===== src/rtl/flatten_dense_classifier_pkg.sv =====
// Shared CNN constants and FSM encoding for the flatten + dense classifier head.
// The top and the MAC unit take their default parameters from here.
package flatten_dense_classifier_pkg;

  localparam int NUM_CLASSES     = 5;
  localparam int FEAT_CH         = 16;
  localparam int FEAT_POS        = 4;
  localparam int ACC_W           = 24;
  localparam int WORDS_PER_CLASS = FEAT_CH * FEAT_POS + 1;
  localparam int ADDR_W          = 9;
  localparam int CLASS_W         = 3;

  typedef enum logic [2:0] {
    ST_IDLE,
    ST_COLLECT,
    ST_MAC,
    ST_CMP,
    ST_DONE
  } state_t;

endpackage


===== src/rtl/flatten_dense_classifier_mac.sv =====
// Unsigned-feature x signed-weight multiply feeding a signed accumulator.
// clear with en restarts the sum at the current product (the bias is fed as 1 * bias).
module dense_mac_unit #(
  parameter int ACC_W = flatten_dense_classifier_pkg::ACC_W
) (
  input  logic                    clk,
  input  logic                    rst,
  input  logic                    clear,
  input  logic                    en,
  input  logic [7:0]              a,
  input  logic signed [7:0]       b,
  output logic signed [ACC_W-1:0] acc
);

  logic signed [16:0]      prod;
  logic signed [ACC_W-1:0] acc_reg;
  logic signed [ACC_W-1:0] acc_base;

  assign prod     = $signed({1'b0, a}) * b;
  assign acc_base = clear ? '0 : acc_reg;
  assign acc      = acc_reg;

  always_ff @(posedge clk or posedge rst) begin
    if (rst) begin
      acc_reg <= '0;
    end else if (en) begin
      acc_reg <= acc_base + ACC_W'(prod);
    end else if (clear) begin
      acc_reg <= '0;
    end
  end

endmodule


===== src/rtl/flatten_dense_classifier.sv =====
// Collects FEAT_POS pooled beats, scores each class as bias + dot(features, weights)
// from an external weight memory, and reports the argmax (lowest index on ties).
module flatten_dense_classifier #(
  parameter int NUM_CLASSES = flatten_dense_classifier_pkg::NUM_CLASSES,
  parameter int FEAT_CH     = flatten_dense_classifier_pkg::FEAT_CH,
  parameter int FEAT_POS    = flatten_dense_classifier_pkg::FEAT_POS,
  parameter int ACC_W       = flatten_dense_classifier_pkg::ACC_W
) (
  input  logic                    clk,
  input  logic                    rst,
  input  logic                    start,
  input  logic                    feat_valid,
  input  logic [FEAT_CH-1:0][7:0] feat,
  output logic [8:0]              w_addr,
  input  logic signed [7:0]       w_data,
  output logic                    busy,
  output logic [2:0]              class_id,
  output logic                    class_valid,
  output logic                    overrun
);
  import flatten_dense_classifier_pkg::*;

  localparam int N_FEAT = FEAT_CH * FEAT_POS;
  localparam int WPC    = N_FEAT + 1;
  localparam int K_W    = $clog2(WPC + 1);
  localparam int POS_W  = (FEAT_POS > 1) ? $clog2(FEAT_POS) : 1;
  localparam int IDX_W  = (N_FEAT > 1) ? $clog2(N_FEAT) : 1;

  state_t state_reg, state_next;

  logic [POS_W-1:0]        pos_reg;
  logic [K_W-1:0]          k_reg;
  logic [CLASS_W-1:0]      cls_reg;
  logic [ADDR_W-1:0]       base_reg;
  logic signed [ACC_W-1:0] best_reg;
  logic [CLASS_W-1:0]      best_idx_reg;
  logic [CLASS_W-1:0]      class_id_reg;
  logic                    class_valid_reg;
  logic                    overrun_reg;

  logic [7:0]              feat_buf [N_FEAT];
  logic [7:0]              feat_rd_reg;
  logic [IDX_W-1:0]        rd_idx;

  logic                    mac_clear;
  logic                    mac_en;
  logic [7:0]              mac_a;
  logic signed [ACC_W-1:0] acc;
  logic                    last_cls;
  logic                    take_new;
  logic                    last_beat;

  assign last_cls    = (cls_reg == CLASS_W'(NUM_CLASSES - 1));
  assign take_new    = (cls_reg == '0) || (acc > best_reg);
  assign last_beat   = (pos_reg == POS_W'(FEAT_POS - 1));
  assign class_id    = class_id_reg;
  assign class_valid = class_valid_reg;
  assign overrun     = overrun_reg;

  // The read is issued one cycle ahead so feat_rd_reg lines up with w_data.
  assign rd_idx = IDX_W'(k_reg - K_W'(1));

  always_ff @(posedge clk or posedge rst) begin
    if (rst) begin
      state_reg <= ST_IDLE;
    end else begin
      state_reg <= state_next;
    end
  end

  always_comb begin
    state_next = state_reg;
    busy       = (state_reg != ST_IDLE);
    w_addr     = '0;
    mac_clear  = 1'b0;
    mac_en     = 1'b0;
    mac_a      = feat_rd_reg;
    case (state_reg)
      ST_IDLE: begin
        if (start) state_next = ST_COLLECT;
      end
      ST_COLLECT: begin
        if (feat_valid && last_beat) state_next = ST_MAC;
      end
      ST_MAC: begin
        if (k_reg < K_W'(WPC)) w_addr = base_reg + ADDR_W'(k_reg);
        // k=1 sees the bias word; k=2..WPC see weights; k=WPC is the drain.
        if (k_reg == K_W'(1)) begin
          mac_clear = 1'b1;
          mac_en    = 1'b1;
          mac_a     = 8'd1;
        end else if (k_reg > K_W'(1)) begin
          mac_en = 1'b1;
        end
        if (k_reg == K_W'(WPC)) state_next = ST_CMP;
      end
      ST_CMP: begin
        state_next = last_cls ? ST_DONE : ST_MAC;
      end
      ST_DONE: begin
        state_next = ST_IDLE;
      end
      default: begin
        state_next = ST_IDLE;
      end
    endcase
  end

  always_ff @(posedge clk or posedge rst) begin
    if (rst) begin
      pos_reg         <= '0;
      k_reg           <= '0;
      cls_reg         <= '0;
      base_reg        <= '0;
      best_reg        <= '0;
      best_idx_reg    <= '0;
      class_id_reg    <= '0;
      class_valid_reg <= 1'b0;
      overrun_reg     <= 1'b0;
    end else begin
      class_valid_reg <= 1'b0;
      if (state_reg == ST_IDLE && start) begin
        overrun_reg <= 1'b0;
      end else if (feat_valid && (state_reg == ST_MAC || state_reg == ST_CMP ||
                                  state_reg == ST_DONE)) begin
        overrun_reg <= 1'b1;
      end
      case (state_reg)
        ST_IDLE: begin
          pos_reg  <= '0;
          k_reg    <= '0;
          cls_reg  <= '0;
          base_reg <= '0;
        end
        ST_COLLECT: begin
          if (feat_valid) pos_reg <= last_beat ? '0 : pos_reg + POS_W'(1);
        end
        ST_MAC: begin
          k_reg <= (k_reg == K_W'(WPC)) ? '0 : k_reg + K_W'(1);
        end
        ST_CMP: begin
          if (take_new) begin
            best_reg     <= acc;
            best_idx_reg <= cls_reg;
          end
          cls_reg  <= cls_reg + CLASS_W'(1);
          base_reg <= base_reg + ADDR_W'(WPC);
          // The final comparison is folded in here so class_id is valid during DONE.
          if (last_cls) begin
            class_id_reg    <= take_new ? cls_reg : best_idx_reg;
            class_valid_reg <= 1'b1;
          end
        end
        default: begin
        end
      endcase
    end
  end

  // Feature buffer is fully rewritten by every frame, so it carries no reset.
  always_ff @(posedge clk) begin
    if (state_reg == ST_COLLECT && feat_valid) begin
      for (int ch = 0; ch < FEAT_CH; ch++) begin
        feat_buf[IDX_W'(int'(pos_reg) * FEAT_CH + ch)] <= feat[ch];
      end
    end
    feat_rd_reg <= feat_buf[rd_idx];
  end

  dense_mac_unit #(
    .ACC_W(ACC_W)
  ) u_mac (
    .clk  (clk),
    .rst  (rst),
    .clear(mac_clear),
    .en   (mac_en),
    .a    (mac_a),
    .b    (w_data),
    .acc  (acc)
  );

endmodule

===== config.mk =====
export PLATFORM = sky130hd
export DESIGN_NAME = flatten_dense_classifier
export DESIGN_NICKNAME = d
export VERILOG_FILES = /design/src/rtl/flatten_dense_classifier_pkg.sv /design/src/rtl/flatten_dense_classifier_mac.sv /design/src/rtl/flatten_dense_classifier.sv
export SDC_FILE = /design/constraint.sdc
export NUM_CORES = 1
export LEC_CHECK = 0
export ABC_AREA = 0
export CAP_MARGIN = 30
export CORE_ASPECT_RATIO = 1.1
export CORE_MARGIN = 3
export CORE_UTILIZATION = 49
export CTS_BUF_LIST = sky130_fd_sc_hd__clkbuf_8
export DETAILED_ROUTE_END_ITERATION = 7
export DONT_BUFFER_PORTS = 1
export PLACE_DENSITY_LB_ADDON = 0.12
export SYNTH_ARGS = -nofsm -noshare
export SYNTH_HDL_FRONTEND = slang
export SYNTH_SLANG_ARGS = --single-unit

===== constraint.sdc =====
create_clock -name clk -period 7.3 [get_ports clk]
set_clock_uncertainty 0.05 [all_clocks]
set_input_delay 0.73 -clock clk [delete_from_list [all_inputs] [get_ports clk]]
set_output_delay 0.73 -clock clk [all_outputs]
set_load 0.005 [all_outputs]

==> impl_metrics.json <==
{
  "status": "finished, final reports clean",
  "tns_ns": 0,
  "syn_nets": 1917,
  "synth_top_flop_cell": "edfxtp_1",
  "yosysMostFrequentCell": "edfxtp_1",
  "via_per_inst": 5.60,
  "drtIter0Drc": 790,
  "fin_crit_ns": 6.67,
  "critPathArrivalTime_ns": 7.24,
  "syn_inst": 1607,
  "cts_num_sinks": 600,
  "drtAntennaViolNets": 0,
  "grt_max_degree": 130,
  "clk_pin_slew_ns": 0.07,
  "avgSynthCellArea_um2": 17.2,
  "area_delta_synth_final_pct": 11.1,
  "io_pins": 155,
  "drt-pass1-iter-count": 4,
  "die-area_um2": 59200,
  "die_w_um": 232,
  "worst-path-max-fanout": 25,
  "yosysTopAreaCell": "edfxtp_1",
  "synth_area_um2": 27600,
  "crit_path_top_delay_cell": "or4b_2",
  "crit_chain": "nor4_1, and2_1, nand2_2, buf_4, and3_1, fa_1, fa_1, inv_1, fa_1, inv_1, fa_1, fa_1, ha_1, o21ai_0, o21ai_0, a21oi_1, o21bai_1, a21boi_0, or4b_2, nand3_1",
  "largest_reg_flops": 512,
  "drv_slew": 0,
  "yosys_register_bits": 600,
  "yosys.cell_types.count": 62,
  "cts_tree": "done",
  "cts_inserted_buffers": 97,
  "seq_area_um2": 17500,
  "slew_headroom": 0.372,
  "setup_viol": 0,
  "wl_per_cell_um": 22.8,
  "synth_edf_count": 512,
  "gp_congestion": 0.779,
  "synth_top_cells_by_count": "512 x edfxtp_1, 160 x mux4_2, 117 x ha_1",
  "post_cts_buffers": 0,
  "start_util": 0.499,
  "start_kind": "flop",
  "drv_cap": 0,
  "cp_data_required_time_ns": 7.87,
  "hold_buffers": 1,
  "startpoint": "k_reg[2]$_DFFE_PP0P_",
  "finalCritPeriodShare": 0.914,
  "overflow": 0,
  "grt_pass1_vias": 15006,
  "dieHeight_um": 255,
  "yosysSeqAreaShare": 0.636,
  "path_class": "reg -> reg",
  "async_flop_share": 0.133,
  "htreeDepth": 3,
  "root_buffer": "clkbuf_8",
  "yosys_warnings": 0,
  "worst_pin_slew_ns": 0.942,
  "slowest_delay_ns": 0.64,
  "multi_input_area_um2": 9480,
  "nNetsFinal": 1974,
  "fillers": 4278,
  "cts.path.max_buffers": 3,
  "crit_path_frequent_cell": "fa_1",
  "via_count": 13910,
  "hpwlAfterDp_um": 37900,
  "portBuffers": 0,
  "synthTopCellsByArea": "edfxtp_1 56%, mux4_2 13%, dfrtp_1 7.3%, ha_1 5.3%, fa_1 3.8%",
  "drive_gt1_frac": 0.206,
  "drt_wl_total_um": 56600,
  "drc": 0,
  "design.core.area_um2": 55300,
  "hold_path_class": "in -> reg",
  "grt_pass1_wl_um": 88600,
  "hold_viol_final": 0,
  "rsz0062_at_grt": "false",
  "cts_resized": 0,
  "grt_util_all_layers": 0.197,
  "synth_top_area_share": 0.558,
  "floorplan.rows": 90,
  "clock_latency_ns": 0.68,
  "reg2reg_from": "k_reg[2]$_DFFE_PP0P_",
  "worstSetupEndpointType": "flop",
  "hold_start": "feat[95]",
  "max_freq_mhz": 150,
  "antenna_found_initial": 3
}
## area by class of cell
| type | count | share of cell area |
|---|---|---|
| Sequential cell | 600 | 0.572 |
| Multi-Input combinational cell | 847 | 0.309 |
| Clock buffer | 100 | 0.0449 |
| Tap cell | 736 | 0.0301 |
| Clock inverter | 81 | 0.0210 |
| Inverter | 93 | 0.0114 |
| Timing Repair Buffer | 25 | 0.0108 |
| Antenna cell | 1 | 0.0000817 |
## final timing paths
path	to	slack [ns]	depth (start not counted)
setup / recovery	u_mac.acc[15]$_DFF_PP0_	0.63	20
hold / removal	feat_buf[43][7]$_DFFE_PP_	0.08	0
setup reg to reg	u_mac.acc[15]$_DFF_PP0_	0.63	20
hold reg to reg	best_reg[10]$_DFFE_PP0P_	0.44	1
max in group asynchronous	best_reg[0]$_DFFE_PP0P_	6.05	4
min in group asynchronous	base_reg[7]$_DFFE_PP0P_	0.32	2
## kinds of logic (layout without fill, tap and decap cells)
group | after synthesis | count (layout) | share of synthesized area
AO/OA/AOI/OAI | 176 | 176 | 0.0414
XOR/XNOR | 26 | 26 | 0.00826
adder cells (fa/ha/maj) | 170 | 170 | 0.0916
buffers and inverters | 160 | 299 | 0.0234
flip-flops | 600 | 600 | 0.636
multiplexers | 197 | 197 | 0.148
other | 0 | 1 | 0
AND/OR/NAND/NOR | 278 | 278 | 0.0515
## metrics by stage
stage	hold WS [ns]	utilization	instance area [um2]	instances	setup slack, ns
global route	0.0130	0.554	30600	2483	0.218
CTS	0.0109	0.553	30600	2480	0.609
floorplan	0.408	-	27600	1607	1.17
detailed placement	0.414	0.516	28600	2298	0.617
finish	0.0783	0.554	30600	2483	0.626
global placement	0.414	0.514	28400	2293	0.731
## cell usage in the layout (no fill, tap or decap), drive strengths merged, types with 6 or more instances in the layout
cell type  netlist  final
and2            26     26
nor3            14     14
nor2            33     33
mux2i           11     11
clkbuf          39    100
xnor2           18     18
nor2b           18     18
clkinv           0     43
o21ai           42     42
fa              53     53
a211oi          12     12
dfrtp           80     80
nand3           40     40
nand4            8      8
mux2            26     26
and3            37     37
xor2             8      8
o31ai            9      9
dfxtp            8      8
ha             117    117
inv             93    117
bufinv           0     10
a21o            21     21
a21oi           48     48
nand2           81     81
buf             28     24
o21a             6      6
mux4           160    160
edfxtp         512    512
a31oi            6      6
## worst max-delay path: cells and delay by family, from the launching register on
| family | cells | cell delay [ns] |
|---|---|---|
| AOI/OAI and AO/OA | 5 | 0.97 |
| DFF | 1 | 0.49 |
| adders and majority gates | 6 | 2.71 |
| buffers and inverters | 3 | 0.41 |
| and+or+nand+nor | 6 | 1.97 |
## routing by layer
layer,track usage,vias up,share of wire
met4,0.0638,0,0.021
met5,0,-,0
met3,0.0594,85,0.067
li1,-,6407,-
met1,0.241,7101,0.40
met2,0.338,317,0.51
Power is left out: the tool's default activity adds up to more than one toggle a clock period on the data nets, which glitch-free logic cannot reach.
